<file path="config.mk">
export PLATFORM = sky130hd
export DESIGN_NAME = fetch_stage
export DESIGN_NICKNAME = d
export VERILOG_FILES = /design/src/rtl/fetch_stage.sv
export SDC_FILE = /design/constraint.sdc
export NUM_CORES = 1
export LEC_CHECK = 0
export ABC_AREA = 1
export CORE_MARGIN = 2
export CORE_UTILIZATION = 39
export CTS_CLUSTER_DIAMETER = 100
export DETAILED_ROUTE_END_ITERATION = 8
export PLACE_DENSITY_LB_ADDON = 0.2
export SETUP_SLACK_MARGIN = 0.05
export SYNTH_ARGS = -nofsm -noshare
export SYNTH_HDL_FRONTEND = slang
export SYNTH_SLANG_ARGS = --single-unit
export TNS_END_PERCENT = 30
</file>
<file path="constraint.sdc">
create_clock -name clk -period 5.7 [get_ports clk]
set_clock_uncertainty 0.05 [all_clocks]
set_input_delay 1.14 -clock clk [delete_from_list [all_inputs] [get_ports clk]]
set_output_delay 1.14 -clock clk [all_outputs]
set_load 0.02 [all_outputs]
</file>
<file path="src/rtl/fetch_stage.sv">
// Instruction-fetch front end: PC, single-outstanding imem request,
// in-order instruction FIFO feeding decode, branch redirect with discard.
module fetch_stage #(
    parameter logic [63:0] RESET_PC  = 64'h0,
    parameter int          DEPTH     = 2,
    parameter logic [31:0] NOP_INSTR = 32'hD503201F
) (
    input  logic        clk,
    input  logic        reset_n,
    input  logic        stall,
    input  logic        br_taken,
    input  logic [63:0] br_target,
    output logic        imem_req,
    output logic [63:0] imem_addr,
    input  logic        imem_valid,
    input  logic [31:0] imem_instr,
    output logic        dec_valid,
    output logic [31:0] dec_instr,
    output logic [63:0] dec_pc,
    output logic [10:0] dec_opcode
);

    localparam int AW = $clog2(DEPTH);
    localparam int CW = AW + 1;
    localparam logic [CW:0] L_DEPTH = (CW+1)'(DEPTH);
    localparam logic [CW:0] L_ONE   = (CW+1)'(1);

    typedef enum logic [1:0] {
        S_IDLE,
        S_WAIT,
        S_DISC
    } state_t;

    state_t        r_state;
    state_t        w_state_nxt;
    logic [63:0]   r_pc;
    logic [63:0]   w_pc_nxt;
    logic [63:0]   r_req_addr;
    logic [63:0]   w_req_nxt;
    logic [AW-1:0] r_head;
    logic [CW-1:0] r_count;
    logic [31:0]   r_instr [DEPTH];
    logic [63:0]   r_ipc   [DEPTH];

    logic          w_pop;
    logic          w_push;
    logic [AW-1:0] w_tail;
    logic [CW:0]   w_left;
    logic          w_room_idle;
    logic          w_room_push;
    logic [63:0]   w_tgt;
    logic          w_unused_tgt;

    assign w_tgt        = {br_target[63:2], 2'b00};
    assign w_unused_tgt = &{1'b0, br_target[1:0]};

    assign dec_valid  = (r_count != '0);
    assign dec_instr  = dec_valid ? r_instr[r_head] : NOP_INSTR;
    assign dec_pc     = dec_valid ? r_ipc[r_head] : 64'h0;
    assign dec_opcode = dec_instr[31:21];

    assign imem_req  = (r_state != S_IDLE);
    assign imem_addr = r_req_addr;

    assign w_pop  = dec_valid & ~stall & ~br_taken;
    assign w_tail = r_head + r_count[AW-1:0];

    // Issue reserves a FIFO slot, so the response can never overflow.
    assign w_left      = {1'b0, r_count} - (CW+1)'(w_pop);
    assign w_room_idle = (w_left < L_DEPTH);
    assign w_room_push = ((w_left + L_ONE) < L_DEPTH);

    always_comb begin
        w_state_nxt = r_state;
        w_pc_nxt    = r_pc;
        w_req_nxt   = r_req_addr;
        w_push      = 1'b0;
        unique case (r_state)
            S_IDLE: begin
                if (br_taken) begin
                    w_pc_nxt = w_tgt;
                end else if (w_room_idle) begin
                    w_req_nxt   = r_pc;
                    w_pc_nxt    = r_pc + 64'd4;
                    w_state_nxt = S_WAIT;
                end
            end
            S_WAIT: begin
                if (br_taken) begin
                    w_pc_nxt    = w_tgt;
                    w_state_nxt = imem_valid ? S_IDLE : S_DISC;
                end else if (imem_valid) begin
                    w_push = 1'b1;
                    if (w_room_push) begin
                        w_req_nxt = r_pc;
                        w_pc_nxt  = r_pc + 64'd4;
                    end else begin
                        w_state_nxt = S_IDLE;
                    end
                end
            end
            S_DISC: begin
                if (br_taken) begin
                    w_pc_nxt = w_tgt;
                end
                if (imem_valid) begin
                    w_state_nxt = S_IDLE;
                end
            end
            default: w_state_nxt = S_IDLE;
        endcase
    end

    always_ff @(posedge clk or negedge reset_n) begin
        if (!reset_n) begin
            r_state    <= S_IDLE;
            r_pc       <= RESET_PC;
            r_req_addr <= 64'h0;
        end else begin
            r_state    <= w_state_nxt;
            r_pc       <= w_pc_nxt;
            r_req_addr <= w_req_nxt;
        end
    end

    always_ff @(posedge clk or negedge reset_n) begin
        if (!reset_n) begin
            r_head  <= '0;
            r_count <= '0;
        end else if (br_taken) begin
            r_head  <= '0;
            r_count <= '0;
        end else begin
            if (w_pop) begin
                r_head <= r_head + 1'b1;
            end
            r_count <= r_count + CW'(w_push) - CW'(w_pop);
        end
    end

    // Payload needs no reset: entries are only visible while counted.
    always_ff @(posedge clk) begin
        if (w_push) begin
            r_instr[w_tail] <= imem_instr;
            r_ipc[w_tail]   <= r_req_addr;
        end
    end

endmodule

</file>
==> results.yml, run 1 <==
outcome:
  status: "completed"
place:
  hpwl_um: 34010
  place.gp.congestion: 0.9224
  io_buffers: 267
  place_area_um2: 18200
  dp_slack_ns: 1.188
cells_and_area:
  syn_to_final_growth_pct: 29.07
  utilization: 0.5082
  antennaDiodeCount: 0
  final_nets: 2051
  filler_cell_count: 3671
  final_cell_area_um2: 19550
  drive_above_1_share: 0.07646
setup_path:
  r2r-end: "imem_addr[37]"
  crit_path_start_kind: "flip-flop"
  worstPathArrival_ns: 3.19
  cp_max_fo: 63
  cp.required_ns: 4.51
  r2r_cells: 15
  setup.worst_path.start: "r_head"
  r2r_setup_slack_ns: 2.25
  worst-setup-path-type: "flip-flop to output port"
  end_kind: "output port"
  r2r-start: "r_count[0]"
  crit_path_end: "dec_pc[53]"
sta:
  max_freq_mhz: 228.2
  grt_setup_unrepaired: "no"
  setup_viol: 0
  slew_headroom: 0.3190
  fin_ws_ns: 1.318
  fin_crit_ns: 4.382
  hold_ws_ns: 0.4429
  hold_violations: 0
  timing.setup.tns_ns: 0
  finalCritPeriodShare: 0.7688
  drv_slew: 0
  worstMarginPinSlew_ns: 1.022
synth:
  synth_seq_cells: 317
  yosysTopAreaCellShare: 0.3727
  avgSynthCellArea_um2: 8.879
  yosysWarnings: 0
  syn_area_um2: 15150
  yosys.area.top_type: "edfxtp_1"
  synthTopCellsByArea: "edfxtp_1 (37%), dfrtp_1 (21%), nand2_1 (14%), nor2_1 (4.7%), a21oi_1 (3.2%)"
  synthCells: 1706
  synth-seq-area-share: 0.5858
  synth_cell_type_count: 38
clock_tree:
  cts-root-buf: "clkbuf_16"
  hold_buffers: 0
  numCtsBuffers: 37
  ctsResizeCount: 0
  clkTransAtPathRegs_ns: 0.06
  htreeDepth: 2
  tritoncts: "built"
  cts.sinks: 317
  cts_setup_buffers: 0
  clock_latency_ns: 0.53
  cts_buffer_depth: 3
floorplan:
  core_area_um2: 38470
  start_util: 0.3938
  die_area_um2: 40430
  rows: 72
  die_x_um: 201.1
  io_pins: 274
  die_h_um: 201.1
hold_path:
  hold_path.class: "flip-flop to flip-flop"
  holdPathStages: 0
route:
  avgRoutedWirePerCell_um: 18.69
  vias: 12415
  drc: 0
  drt-total-wl_um: 46590
  viasPerCell: 4.980
  drt_iter0_markers: 932
  detail-route-antenna-nets: 0
  first_pass_iters: 5
power:
  power_density_nw_per_um2: 529.3
  vdd.ir_drop.worst_mv: 0.2444
  leakage_nw: 7.988
global_routing:
  grt.total_usage: 0.2285
  grt_use_met2: 0.3610
  busiest_layer: "met2"
  grt_util_met3: 0.02938
  grt_pass1_vias: 11978
  antenna_found_initial: 0
  gr-usage-met1: 0.3295
  grt_pass1_wl_um: 71340
  grt-ovfl-total: 0
  grt_max_degree: 112
job:
  cap_viol_max_count: 0
-- placed cells by master (no fill, tap or decap), types with 2 or more instances in the layout --
cell type          n
xor2_1             6
nor3_1             5
nor2_2            13
clkbuf_8           4
nand3_2            4
clkbuf_1           7
nor2_8             3
clkinv_2           8
a22oi_1            7
nand2_2           11
o21ai_1           36
bufinv_16          7
ha_1               4
nand2_1          567
buf_12             5
o22ai_1           16
nor2_4            11
xnor2_1            2
nand2_4            3
inv_2              7
a21oi_1           97
dfrtp_1          128
clkdlybuf4s50_1  266
nor2_1           187
or2_0              2
a21oi_2            9
o21ai_0           71
o21ai_2            7
buf_4             12
clkbuf_16         39
nand3_1           97
edfxtp_1         188
conb_1             4
nand4_1           11
inv_1            122
-- worst max-delay path, stage by stage (launching register included) --
cell and delay (ns):
dfrtp_4 0.66, inv_2 0.61, buf_12 0.35, nand2_1 0.09, a21oi_1 0.22, clkdlybuf4s50_1 0.65
-- layer usage --
| metal | wire length, µm | vias to the layer above |
|---|---|---|
| li1 | - | 6070 |
| met1 | 21290 | 5875 |
| met2 | 21330 | 391 |
| met3 | 2665 | 79 |
| met4 | 1311 | 0 |
| met5 | 0 | - |
-- state kept, by name (all words and copies together), names as in the netlist --
| signal | flops |
|---|---|
| imem_addr | 62 |
| r_count | 2 |
| r_head | 1 |
| r_instr | 64 |
| r_ipc | 124 |
| r_pc | 62 |
| r_state | 2 |
-- where the power goes --
part	switching, mW	leakage, nW	internal (mW)
sequential	0.692	3.24	3.18
clock	0.958	0.665	1.63
combinational	2.49	4.09	1.39
total	4.14	7.99	6.21
-- cell families after synthesis --
logic type | synth area share
compound gates | 0.09012
xor+xnor | 0.004626
fa+ha+maj | 0.003304
buf+inv | 0.06451
flops | 0.5858
other cells | 0.0002476
simple gates | 0.2514
-- final cells by class --
cell class                      count  area, µm²  area share
Clock buffer                       50       1057     0.05408
Clock inverter                     18      294.0     0.01504
Inverter                          130      490.5     0.02509
Multi-Input combinational cell   1177       5330      0.2726
Sequential cell                   317       8877      0.4541
Tap cell                          518      648.1     0.03315
Timing Repair Buffer              283       2853      0.1459
-- synthesized netlist by cell type (all sizes together) --
| library cell | n |
|---|---|
| a21oi | 106 |
| a22oi | 7 |
| a31oi | 1 |
| buf | 59 |
| clkbuf | 26 |
| clkinv | 1 |
| conb | 1 |
| dfrtp | 129 |
| edfxtp | 188 |
| ha | 4 |
| inv | 129 |
| nand2 | 581 |
| nand3 | 101 |
| nand4 | 11 |
| nor2 | 214 |
| nor3 | 5 |
| o21ai | 115 |
| o22ai | 17 |
| o311a | 1 |
| or2 | 2 |
| xnor2 | 2 |
| xor2 | 6 |
-- metrics by stage --
step / instances / power (mW)
finish: 2493 / 10.35
global route: 2493 / 10.96
CTS: 2493 / 10.43
detailed placement: 2425 / 7.805
global placement: 2425 / 7.738
floorplan: 1709 / 6.094
-- worst min path at each step --
stage / from / to / slack, ns
6_report: imem_addr[30] / r_ipc[1][30] / 0.44
5_1_grt: imem_addr[62] / r_ipc[1][62] / 0.46
4_1_cts: imem_addr[62] / r_ipc[1][62] / 0.45
3_5_place_dp: imem_addr[53] / r_ipc[0][53] / 0.44
3_3_place_gp: imem_addr[30] / r_ipc[0][30] / 0.43
2_1_floorplan: r_pc[63] / r_pc[63] / 0.42
Power figures use the tool's default switching activity.
==> run 2: changes to the inputs <==
==> constraint.sdc (replaced) <==
create_clock -name clk -period 4 [get_ports clk]
set_clock_uncertainty 0.05 [all_clocks]
set_input_delay 0.8 -clock clk [delete_from_list [all_inputs] [get_ports clk]]
set_output_delay 0.8 -clock clk [all_outputs]
set_load 0.02 [all_outputs]
==> run 2 against run 1 <==
  * Cell area increased by 0.32%
  * Wire length is 0.37% lower
  * Critical path depth unchanged
  * Clock power up 32%
  * Via count rose by 0.18%
  * Non-clock buffer count increased by 12
  * Total power up 41%
  * Count of clock-buffer cells in the layout grew 3
  * Largest power group is now combinational logic
  * Sequential power up 42%
  * First-iteration DRC count increased by 1.7%
  * Utilization increased by 0.16 points
  * Register-to-register slack got worse by 1.3 ns
==> results.yml, run 2 (same netlist as run 1, synthesis figures left out) <==
outcome:
  status: "completed"
global_routing:
  grt_pass1_vias: 11844
  grt-ovfl-total: 0
  antenna_found_initial: 0
  grt.total_usage: 0.2269
  grt_pass1_wl_um: 70470
  grt_max_degree: 78
route:
  vias: 12437
  avgRoutedWirePerCell_um: 18.54
  first_pass_iters: 7
  viasPerCell: 4.969
  drt_iter0_markers: 948
  drc: 0
  drt-total-wl_um: 46420
  detail-route-antenna-nets: 0
floorplan:
  die_x_um: 201.1
  die_area_um2: 40430
  start_util: 0.3938
  io_pins: 274
  core_area_um2: 38470
  rows: 72
  die_h_um: 201.1
setup_path:
  crit_family: "buffers and inverters"
  r2r_cells: 17
  end_kind: "output port"
  worst-setup-path-type: "flip-flop to output port"
  critPathSlowestCell: "clkdlybuf4s50_1"
  worstPathArrival_ns: 2.66
  crit_chain: "clkinv_2, buf_4, nand2_1, a21oi_1, clkdlybuf4s50_1"
  cp.buffers_inverters: 3
  crit_path_start_kind: "flip-flop"
  cp.required_ns: 3.15
  max_stage_delay_ns: 0.66
  worst-path-stages: 5
  cp_max_fo: 41
job:
  cap_viol_max_count: 0
place:
  hpwl_um: 34440
  place_inst: 2437
  place_area_um2: 18370
  place.gp.congestion: 0.9822
  dp_slack_ns: 0.2913
  io_buffers: 267
clock_tree:
  numCtsBuffers: 36
  htreeDepth: 2
  cts_setup_buffers: 0
  cts.sinks: 317
  hold_buffers: 0
  clock_latency_ns: 0.52
  clkTransAtPathRegs_ns: 0.06
  cts_buffer_depth: 3
  tritoncts: "built"
  ctsResizeCount: 0
  cts-root-buf: "clkbuf_16"
hold_path:
  hold_path.class: "input port to async pin"
cells_and_area:
  mostFrequentLayoutCell: "nand2_1"
  largest_register: "r_ipc"
  drive_above_1_share: 0.08111
  final_cell_mix: "nand2_1 (567), clkdlybuf4s50_1 (266), edfxtp_1 (188)"
  utilization: 0.5099
  syn_to_final_growth_pct: 29.48
  antennaDiodeCount: 0
  largest_register_ffs: 124
  final_cell_area_um2: 19610
  final_cells: 2503
  reg.largest.list: "r_ipc x124, r_instr x64"
  final_nets: 2062
power:
  power_density_nw_per_um2: 744.1
  vdd.ir_drop.worst_mv: 0.3369
  leakage_nw: 8.022
sta:
  fin_crit_ns: 3.510
  hold_violations: 0
  finalCritPeriodShare: 0.8775
  max_freq_mhz: 284.9
  fin_ws_ns: 0.4902
  setup_viol: 0
  hold_ws_ns: 0.3075
  drv_slew: 0
  slew_headroom: 0.3980
  grt_setup_unrepaired: "no"
  worstMarginPinSlew_ns: 0.9028
[run 2: changes by cell type in the layout (fill, tap and decap cells not counted), moves of 2 or more]
cell / before / now
buf_12: 5 / 11
buf_4: 12 / 18
bufinv_16: 7 / 3
clkbuf_8: 4 / 8
clkinv_2: 8 / 5
clkinv_4: 0 / 2
inv_6: 0 / 2
[run 2: layout make-up]
cell class / count / area, µm²
clock buffer: 53 / 1087
clock inverter: 13 / 160.2
fill: 3601 / 18850
inverter: 130 / 491.7
multi-input combinational: 1177 / 5330
sequential: 317 / 8877
tap: 518 / 648.1
timing repair buffer: 295 / 3018
[run 2: metrics by stage]
| step | TNS [ns] | total power, mW |
|---|---|---|
| final | 0 | 14.59 |
| after global routing | 0 | 15.45 |
| after CTS | 0 | 14.69 |
| after detailed placement | 0 | 11.23 |
| after global placement | 0 | 11.15 |
| after floorplan | -33.71 | 8.674 |
[run 2: worst paths after layout]
check,from,end,slack (ns)
worst max-delay path,r_head,dec_instr[25],0.49
worst min-delay path,reset_n,r_state[1],0.31
worst max register to register,r_count[0],r_pc[17],0.96
worst min register to register,imem_addr[22],r_ipc[0][22],0.45
max in group asynchronous,reset_n,imem_addr[37],2.74
min in group clk,imem_addr[22],r_ipc[0][22],0.45
[run 2: routing by layer]
metal,track usage,vias up,routed length [µm]
met2,0.3690,396,21560
met1,0.3175,5889,20980
met4,0.06402,0,1173
met5,0,-,0
met3,0.03279,70,2705
li1,-,6082,-
[run 2: power breakdown]
group / internal [mW] / switching [mW]
Clock: 2.09 / 1.33
Combinational: 2.10 / 3.57
Sequential: 4.54 / 0.974
Total: 8.72 / 5.87
==> run 3: changes to the inputs <==
--- a/config.mk
+++ b/config.mk
@@ -10,7 +10,9 @@
 export CORE_UTILIZATION = 39
 export CTS_CLUSTER_DIAMETER = 100
 export DETAILED_ROUTE_END_ITERATION = 8
+export GPL_ROUTABILITY_DRIVEN = 0
 export PLACE_DENSITY_LB_ADDON = 0.2
+export RECOVER_POWER = 100
 export SETUP_SLACK_MARGIN = 0.05
 export SYNTH_ARGS = -nofsm -noshare
 export SYNTH_HDL_FRONTEND = slang
==> run 3 against run 2 <==
  * The flow now finishes with violations (max-capacitance violations, max-slew violations)
  * Global-route usage fell by 0.58 points
  * Sequential share of layout area rose by 0.64 points
  * Die area did not move
  * Cell area decreased by 1.4%
  * Maximum frequency decreased by 1.8%
  * Combinational power decreased by 6.4%
==> results.yml, run 3 (same netlist as run 1, synthesis figures left out) <==
route:
  detail-route-antenna-nets: 0
  drc: 0
  first_pass_iters: 6
  vias: 12520
  drt-total-wl_um: 45190
  viasPerCell: 5.014
  drt_iter0_markers: 967
  avgRoutedWirePerCell_um: 18.10
cells_and_area:
  reg.largest.list: "r_ipc x124, r_instr x64"
  final_cell_mix: "nand2_1 (568), dlygate4sd3_1 (200), nor2_1 (190)"
  largest_register_ffs: 124
  largest_register: "r_ipc"
  syn_to_final_growth_pct: 27.68
  drive_above_1_share: 0.06572
  final_nets: 2057
  mostFrequentLayoutCell: "nand2_1"
floorplan:
  io_pins: 274
  rows: 72
  die_x_um: 201.1
  start_util: 0.3938
  core_area_um2: 38470
  die_area_um2: 40430
  die_h_um: 201.1
clock_tree:
  tritoncts: "built"
  htreeDepth: 2
  clkTransAtPathRegs_ns: 0.06
  cts.sinks: 317
  numCtsBuffers: 35
  hold_buffers: 0
  cts_setup_buffers: 0
  cts-root-buf: "clkbuf_16"
  clock_latency_ns: 0.51
  ctsResizeCount: 0
  cts_buffer_depth: 3
hold_path:
  hold_path.class: "input port to async pin"
global_routing:
  grt_pass1_wl_um: 69080
  grt_max_degree: 78
  grt.total_usage: 0.2212
  antenna_found_initial: 0
  grt-ovfl-total: 0
  grt_pass1_vias: 11895
place:
  hpwl_um: 33010
  dp_slack_ns: 0.3434
  io_buffers: 267
setup_path:
  cp_max_fo: 25
  crit_path_start_kind: "flip-flop"
  worstPathArrival_ns: 2.72
  end_kind: "output port"
  worst-setup-path-type: "flip-flop to output port"
  cp.required_ns: 3.15
  cp.buffers_inverters: 3
  crit_chain: "clkinv_2, clkbuf_2, nand2_1, a21oi_1, dlygate4sd3_1"
  critPathSlowestCell: "dlygate4sd3_1"
  max_stage_delay_ns: 0.71
  crit_family: "buffers and inverters"
power:
  p_total_mw: 13.83
  intPower_mw: 8.109
  clkPwrFrac: 0.218
  p_seq_frac: 0.399
  switching_share: 0.4138
  vdd.ir_drop.worst_mv: 0.3306
  power_density_nw_per_um2: 715.3
  p_sw_mw: 5.724
  pwr-share-comb: 0.383
  leakage_nw: 8.178
sta:
  fin_crit_ns: 3.573
  timing.setup.tns_ns: 0
  drv_slew: 134
  worstMarginPinSlew_ns: 1.820
  setup_viol: 0
  max_freq_mhz: 279.9
  slew_headroom: -0.2135
  hold_violations: 0
  grt_setup_unrepaired: "no"
  fin_ws_ns: 0.4271
  finalCritPeriodShare: 0.8932
job:
  cap_viol_max_count: 4
outcome:
  violations: "max-capacitance violations, max-slew violations"
  status: "finished, violations left"
==> run 3: cell count changes in the layout (fill, tap and decap cells not counted), moves of 4 or more <==
cell / previous run / this run
o21ai_0: 71 / 96
clkdlybuf4s50_1: 266 / 66
clkbuf_1: 7 / 16
o21ai_2: 7 / 2
buf_4: 18 / 4
clkbuf_8: 8 / 2
dlygate4sd3_1: 0 / 200
clkbuf_2: 0 / 4
clkinv_1: 0 / 4
o21ai_1: 36 / 17
==> run 3: routing by layer <==
metal / wire [µm] / track usage
met5: 0 / 0
met4: 1648 / 0.08439
met3: 2832 / 0.03068
met2: 20610 / 0.3478
met1: 20100 / 0.3115
==> run 3: cell type report <==
cell class / count / area [µm²]
Antenna cell: 1 / 2.502
Clock buffer: 48 / 944.7
Clock inverter: 15 / 123.9
Fill cell: 3643 / 19130
Inverter: 130 / 491.7
Multi-Input combinational cell: 1177 / 5280
Sequential cell: 317 / 8877
Tap cell: 518 / 648.1
Timing Repair Buffer: 291 / 2972
==> run 3: power groups by stage <==
stage / combinational [mW] / clock, mW / sequential [mW]
6_report: 5.30 / 3.01 / 5.52
3_5_place_dp: 5.61 / 0 / 5.58
4_1_cts: 5.63 / 3.08 / 5.52
5_1_grt: 5.85 / 3.23 / 5.64
2_1_floorplan: 3.11 / 0 / 5.57
3_3_place_gp: 5.54 / 0 / 5.54
==> run 3: worst register-to-register path, delay by kind of cell, from the launching register on <==
family | cells | cell delay (ns)
AO/OA/AOI/OAI | 3 | 0.41
adder cells (fa/ha/maj) | 2 | 0.56
flip-flops | 1 | 0.45
buffers and inverters | 5 | 0.96
AND/OR/NAND/NOR | 7 | 0.82
==> run 3: through the flow <==
step	hold slack, ns	utilization	cells	area [µm²]
after floorplan	0.4171	-	1709	15160
after global placement	0.4305	0.4776	2433	18370
after detailed placement	0.4375	0.4776	2433	18370
after CTS	0.3215	0.5054	2496	19440
after global routing	0.3501	0.5027	2496	19340
final	0.2937	0.5028	2497	19340
==> run 3: final timing paths <==
path	from	end	slack (ns)	depth (start not counted)
max	r_head	dec_instr[29]	0.43	5
min	reset_n	r_state[1]	0.29	1
min reg2reg	imem_addr[22]	r_ipc[1][22]	0.44	0
max reg2reg	r_count[0]	r_pc[32]	0.67	17
min in group clk	imem_addr[22]	r_ipc[1][22]	0.44	0
max in group asynchronous	reset_n	r_pc[52]	1.72	2
